File: config.mk
export PLATFORM = sky130hd
export DESIGN_NAME = fifo_ddr_wr_burst
export DESIGN_NICKNAME = d
export VERILOG_FILES = /design/src/rtl/fifo_ddr_wr_burst.sv
export SDC_FILE = /design/constraint.sdc
export NUM_CORES = 1
export LEC_CHECK = 0
export ABC_AREA = 1
export CAP_MARGIN = 15
export CORE_MARGIN = 4
export CORE_UTILIZATION = 46
export DETAILED_ROUTE_END_ITERATION = 10
export GPL_TIMING_DRIVEN = 1
export PLACE_DENSITY_LB_ADDON = 0.05
export SYNTH_ARGS = -nofsm -noshare
export SYNTH_HDL_FRONTEND = slang
export SYNTH_SLANG_ARGS = --single-unit
File: constraint.sdc
create_clock -name clk -period 5.8 [get_ports clk]
set_input_delay 1.16 -clock clk [delete_from_list [all_inputs] [get_ports clk]]
set_output_delay 1.16 -clock clk [all_outputs]
set_load 0.01 [all_outputs]
File: src/rtl/fifo_ddr_wr_burst.sv
// DDR write master: drains fixed-length bursts from the video FIFO read side into an AW/W/B channel,
// walking a linear frame address and flagging frame completion to the frame-buffer logic.
module fifo_ddr_wr_burst #(
    parameter int                    DATA_WIDTH   = 64,
    parameter int                    LEVEL_WIDTH  = 13,
    parameter int                    ADDR_WIDTH   = 28,
    parameter int                    BURST_LEN    = 16,
    parameter int                    FRAME_BURSTS = 4096,
    parameter logic [ADDR_WIDTH-1:0] BASE_ADDR    = '0
) (
    input  logic                      clk,
    input  logic                      rst,
    input  logic                      frame_start,
    output logic                      fifo_rd_en,
    input  logic [DATA_WIDTH-1:0]     fifo_rd_data,
    input  logic                      fifo_rd_empty,
    input  logic [LEVEL_WIDTH-1:0]    fifo_rd_water_level,
    output logic [ADDR_WIDTH-1:0]     awaddr,
    output logic [7:0]                awlen,
    output logic                      awvalid,
    input  logic                      awready,
    output logic [DATA_WIDTH-1:0]     wdata,
    output logic [DATA_WIDTH/8-1:0]   wstrb,
    output logic                      wlast,
    output logic                      wvalid,
    input  logic                      wready,
    input  logic                      bvalid,
    output logic                      bready,
    output logic                      busy,
    output logic                      frame_done
);

    localparam int ISSUE_W = $clog2(BURST_LEN + 1);
    localparam int CNT_W   = $clog2(FRAME_BURSTS + 1);

    localparam logic [ADDR_WIDTH-1:0]  ADDR_STEP  = ADDR_WIDTH'(BURST_LEN * (DATA_WIDTH / 8));
    localparam logic [LEVEL_WIDTH-1:0] LEVEL_NEED = LEVEL_WIDTH'(BURST_LEN);
    localparam logic [ISSUE_W-1:0]     ISSUE_MAX  = ISSUE_W'(BURST_LEN);
    localparam logic [ISSUE_W-1:0]     ISSUE_LAST = ISSUE_W'(BURST_LEN - 1);
    localparam logic [CNT_W-1:0]       CNT_LAST   = CNT_W'(FRAME_BURSTS - 1);

    typedef enum logic [1:0] {IDLE, ADDR, DATA, RESP} state_t;

    state_t state, state_nxt;

    logic [ADDR_WIDTH-1:0] addr;
    logic [CNT_W-1:0]      burst_cnt;
    logic                  done_flag;
    logic                  start_pending;
    logic [ISSUE_W-1:0]    rd_issued;
    logic                  rd_inflight;
    logic                  inflight_last;
    logic [DATA_WIDTH-1:0] buf_data [2];
    logic [1:0]            buf_last;
    logic                  buf_wr_ptr;
    logic                  buf_rd_ptr;
    logic [1:0]            buf_cnt;

    logic buf_valid;
    logic w_pop;
    logic rd_room;
    logic restart;
    logic burst_go;

    assign buf_valid = (buf_cnt != 2'd0);
    assign w_pop     = (state == DATA) && buf_valid && wready;

    // Room is judged after this cycle's pop so a steady wready sustains one beat per clock.
    assign rd_room   = ({1'b0, buf_cnt} + {2'b00, rd_inflight}) < (3'd2 + {2'b00, w_pop});

    // A pending or fresh frame_start wins over launching a burst from IDLE.
    assign restart   = (state == IDLE) && (frame_start || start_pending);
    assign burst_go  = (state == IDLE) && !restart && !done_flag &&
                       (fifo_rd_water_level >= LEVEL_NEED);

    assign awaddr = addr;
    assign awlen  = 8'(BURST_LEN - 1);
    assign wstrb  = '1;
    assign wdata  = buf_data[buf_rd_ptr];

    // NOTE: sequential state uses non-blocking assignments so every register samples pre-edge values.
    always_ff @(posedge clk or posedge rst) begin
        if (rst) begin
            state <= IDLE;
        end else begin
            state <= state_nxt;
        end
    end

    always_comb begin
        state_nxt = state;
        case (state)
            IDLE:    if (burst_go) state_nxt = ADDR;
            ADDR:    if (awready) state_nxt = DATA;
            DATA:    if (w_pop && buf_last[buf_rd_ptr]) state_nxt = RESP;
            RESP:    if (bvalid) state_nxt = IDLE;
            default: state_nxt = IDLE;
        endcase
    end

    // NOTE: every output gets a default before the case so no latch is inferred.
    always_comb begin
        awvalid    = 1'b0;
        wvalid     = 1'b0;
        bready     = 1'b0;
        fifo_rd_en = 1'b0;
        busy       = (state != IDLE);
        case (state)
            ADDR: awvalid = 1'b1;
            DATA: begin
                wvalid     = buf_valid;
                fifo_rd_en = (rd_issued < ISSUE_MAX) && !fifo_rd_empty && rd_room;
            end
            RESP: bready = 1'b1;
            default: ;
        endcase
    end

    assign wlast = wvalid && buf_last[buf_rd_ptr];

    // NOTE: the two skid entries are reset so wdata reads zero out of reset; deeper storage would not be.
    always_ff @(posedge clk or posedge rst) begin
        if (rst) begin
            addr          <= BASE_ADDR;
            burst_cnt     <= '0;
            done_flag     <= 1'b0;
            start_pending <= 1'b0;
            frame_done    <= 1'b0;
            rd_issued     <= '0;
            rd_inflight   <= 1'b0;
            inflight_last <= 1'b0;
            buf_data[0]   <= '0;
            buf_data[1]   <= '0;
            buf_last      <= '0;
            buf_wr_ptr    <= 1'b0;
            buf_rd_ptr    <= 1'b0;
            buf_cnt       <= '0;
        end else begin
            frame_done <= 1'b0;

            if (restart) begin
                addr          <= BASE_ADDR;
                burst_cnt     <= '0;
                done_flag     <= 1'b0;
                start_pending <= 1'b0;
            end else if (frame_start && (state != IDLE)) begin
                start_pending <= 1'b1;
            end

            if ((state == RESP) && bvalid) begin
                addr      <= addr + ADDR_STEP;
                burst_cnt <= burst_cnt + CNT_W'(1);
                if (burst_cnt == CNT_LAST) begin
                    done_flag  <= 1'b1;
                    frame_done <= 1'b1;
                end
            end

            rd_inflight <= fifo_rd_en;
            if (state == ADDR) begin
                rd_issued <= '0;
            end else if (fifo_rd_en) begin
                rd_issued     <= rd_issued + ISSUE_W'(1);
                inflight_last <= (rd_issued == ISSUE_LAST);
            end

            // FIFO data is valid the cycle after the read strobe; capture it then.
            if (rd_inflight) begin
                buf_data[buf_wr_ptr] <= fifo_rd_data;
                buf_last[buf_wr_ptr] <= inflight_last;
                buf_wr_ptr           <= ~buf_wr_ptr;
            end
            if (w_pop) begin
                buf_rd_ptr <= ~buf_rd_ptr;
            end
            buf_cnt <= buf_cnt + {1'b0, rd_inflight} - {1'b0, w_pop};
        end
    end

endmodule
==> run_results.csv <==
group,metric,value,unit
cts,ctsHoldBuffers,0,
floorplan,die_h,147,µm
floorplan,die_area,21600,µm²
critical_path,rr_startpoint,"state[0]",
timing,tightest_slew,1140,ps
outcome,status,"finished clean",
critical_path,crit_type,"in -> out",
critical_path,arrival,2880,ps
timing,setup_ws,1760,ps
cts,cts-buffers-inserted,17,
timing,slew_headroom,24.0,%
drt,vias,7137,
drt,viasPerCell,4.66,
hold_path,whs_endpoint,"buf_data[97]",
cts,post-cts-setup-buffers,0,
placed_design,place_ws,1750,ps
drt,postRouteAntennaNets,0,
timing,rsz0062_at_grt,"false",
timing,period_share,69.6,%
timing,fmax,248,MHz
cells_and_area,nNetsFinal,1355,
floorplan,fp.dieW,147,µm
grt,overflow,0,
logic_synthesis,ys_warn_count,0,
timing,fin_crit,4040,ps
hold_path,hold_class,"reg -> reg",
placed_design,dp.cells,1500,
floorplan,boundaryPins,199,
floorplan,start_util,47.1,%
timing,setup_violations,0,
drt,first_pass_iters,5,
hold_path,min-delay-start,"buf_data[97]",
cts,clockBufferDepth,2,
cells_and_area,areaGrowthSynthToFinish,26.3,%
cts,cts_tree,"yes",
timing,hold_ws,481,ps
timing,hold_viol,0,
logic_synthesis,syn_area,8870,µm²
drt,drc,0,
grt,grt_usage,19.0,%
cells_and_area,final_util,59.5,%
grt,grt_pass1_vias,6967,
logic_synthesis,synth_seq_cells,180,
floorplan,coreArea,18800,µm²
placed_design,place_congestion,0.792,
logic_synthesis,synth-seq-area-share,50.8,%
cells_and_area,final_common_cell,"nand2_1",
logic_synthesis,syn_avg_cell_area,7.97,µm²
cells_and_area,nFillCells,1744,
cts,cts_root_buffer,"clkbuf_16",
power,p_leak,5.59,nW
logic_synthesis,synthesis.instances,1114,
critical_path,worst-path-max-fanout,8,
critical_path,r2r_setup_slack,3500,ps
grt,grt_pass1_wl,33800,µm
logic_synthesis,yosys-top-cells-area,"dfrtp_1 (51%), nand2_1 (18%), inv_1 (5.6%), o21ai_0 (4.5%), o21ai_2 (2.6%)",
grt,grt_max_degree,181,
grt,antenna_found_initial,0,
logic_synthesis,yosys.area.top_type,"dfrtp_1",
critical_path,r2r_end,"awaddr[14]",
cts,cts.sinks,180,
critical_path,cp.required,4640,ps
cts,clkTransAtPathRegs,70,ps
critical_path,critPathLaunchType,"input pin",
timing,finalClockSkew,8.70,ps
timing,finalMaxSlewViolations,0,
cts,clock_latency,420,ps
cells_and_area,final_cells,1531,
floorplan,fp-row-count,50,
cells_and_area,mostFrequentLayoutCells,"nand2_1 (424), dfrtp_1 (179), clkdlybuf4s50_1 (171)",
timing,final.setup.tns,0,ps
cells_and_area,layout-drive-gt1-share,7.08,%
drt,totalWireLength,19700,µm
hold_path,holdPathStages,2,
cells_and_area,insertedDiodeCount,0,
cts,cts.repair.resized,0,
drt,drtIter0Drc,478,
logic_synthesis,synthDistinctLibCells,39,
placed_design,dp_hpwl,12700,µm
cts,htree_levels,4,
power,vdd_drop_max,0.281,mV
drt,routedWlPerCell,12.9,µm
placed_design,portBuffers,171,
critical_path,critPathCaptureType,"primary output",
critical_path,ff2ff_path_depth,7,
power,p_per_area,502,nW/µm²
logic_synthesis,synth_top_area_share,50.8,%
run,maxCapViolCount,0,
synth_stat cells (all sizes together):
cell,instances
buf,57
dfrtp,180
conb,2
or2,1
o21ai,150
o31ai,1
o22ai,3
nand4,10
inv,133
o32ai,1
and2,1
a32oi,1
nand3b,1
nor3,5
nor4,1
a22oi,1
clkbuf,14
xor2,3
a22o,1
nand3,35
nor2,53
xnor2,2
ha,12
o21a,1
a21oi,12
nand2,433
power breakdown:
group | internal (mW) | total, mW | switching (mW)
Sequential | 1.76 | 2.03 | 0.266
Combinational | 1.14 | 2.41 | 1.27
Clock | 0.713 | 1.19 | 0.477
Total | 3.61 | 5.62 | 2.01
worst max path at each step:
stage / startpoint / to / slack (ps) / depth (start not counted)
floorplan: rst / awaddr[10] / 2330 / 1
global placement: fifo_rd_empty / fifo_rd_en / 1740 / 5
detailed placement: fifo_rd_empty / fifo_rd_en / 1750 / 5
CTS: fifo_rd_empty / fifo_rd_en / 1750 / 5
global route: fifo_rd_empty / fifo_rd_en / 1640 / 5
finish: fifo_rd_empty / fifo_rd_en / 1760 / 5
flip-flops by register name (all words and copies together), names as in the netlist:
register	flops
inflight_last	1
buf_wr_ptr	1
buf_cnt	2
rd_issued	5
state	2
buf_rd_ptr	1
buf_data	128
start_pending	1
frame_done	1
rd_inflight	1
awaddr	21
done_flag	1
burst_cnt	13
buf_last	2
final cells by class:
class	instances	area, µm²	area share, %
Clock buffer	20	467	4.16
Inverter	133	503	4.49
Tap cell	260	325	2.90
Sequential cell	180	4510	40.2
Clock inverter	11	150	1.34
Multi-Input combinational cell	751	3500	31.2
Timing Repair Buffer	176	1760	15.7
critical path, stage by stage:
cell	delay [ps]
clkdlybuf4s50_1	440
nor4_4	530
nand2_4	130
inv_1	90
clkdlybuf4s50_1	530
cell families after synthesis:
kind of cell               after synthesis  share of synthesized area [%]
and+or+nand+nor                        540                           25.0
buffers and inverters                  204                           10.8
DFF                                    180                           50.8
AOI/OAI and AO/OA                      171                           11.1
adders and majority gates               12                           1.69
xor gates and xnor gates                 5                          0.494
other                                    2                         0.0846
metal layers:
metal | vias up | routed length (µm) | track usage (%) | share of wire [%]
li1 | 3693 | - | - | -
met1 | 3261 | 9100 | 25.9 | 46
met2 | 166 | 9310 | 30.9 | 47
met3 | 17 | 1050 | 4.47 | 5.3
met4 | 0 | 243 | 4.57 | 1.2
met5 | - | 0 | 0 | 0
stage by stage:
stage | total power, mW | instance area (µm²)
final | 5.62 | 11200
after global routing | 6.08 | 11200
after CTS | 5.71 | 11200
after detailed placement | 4.49 | 10600
after global placement | 4.45 | 10600
after floorplan | 3.40 | 8960
Power figures use the tool's default switching activity.
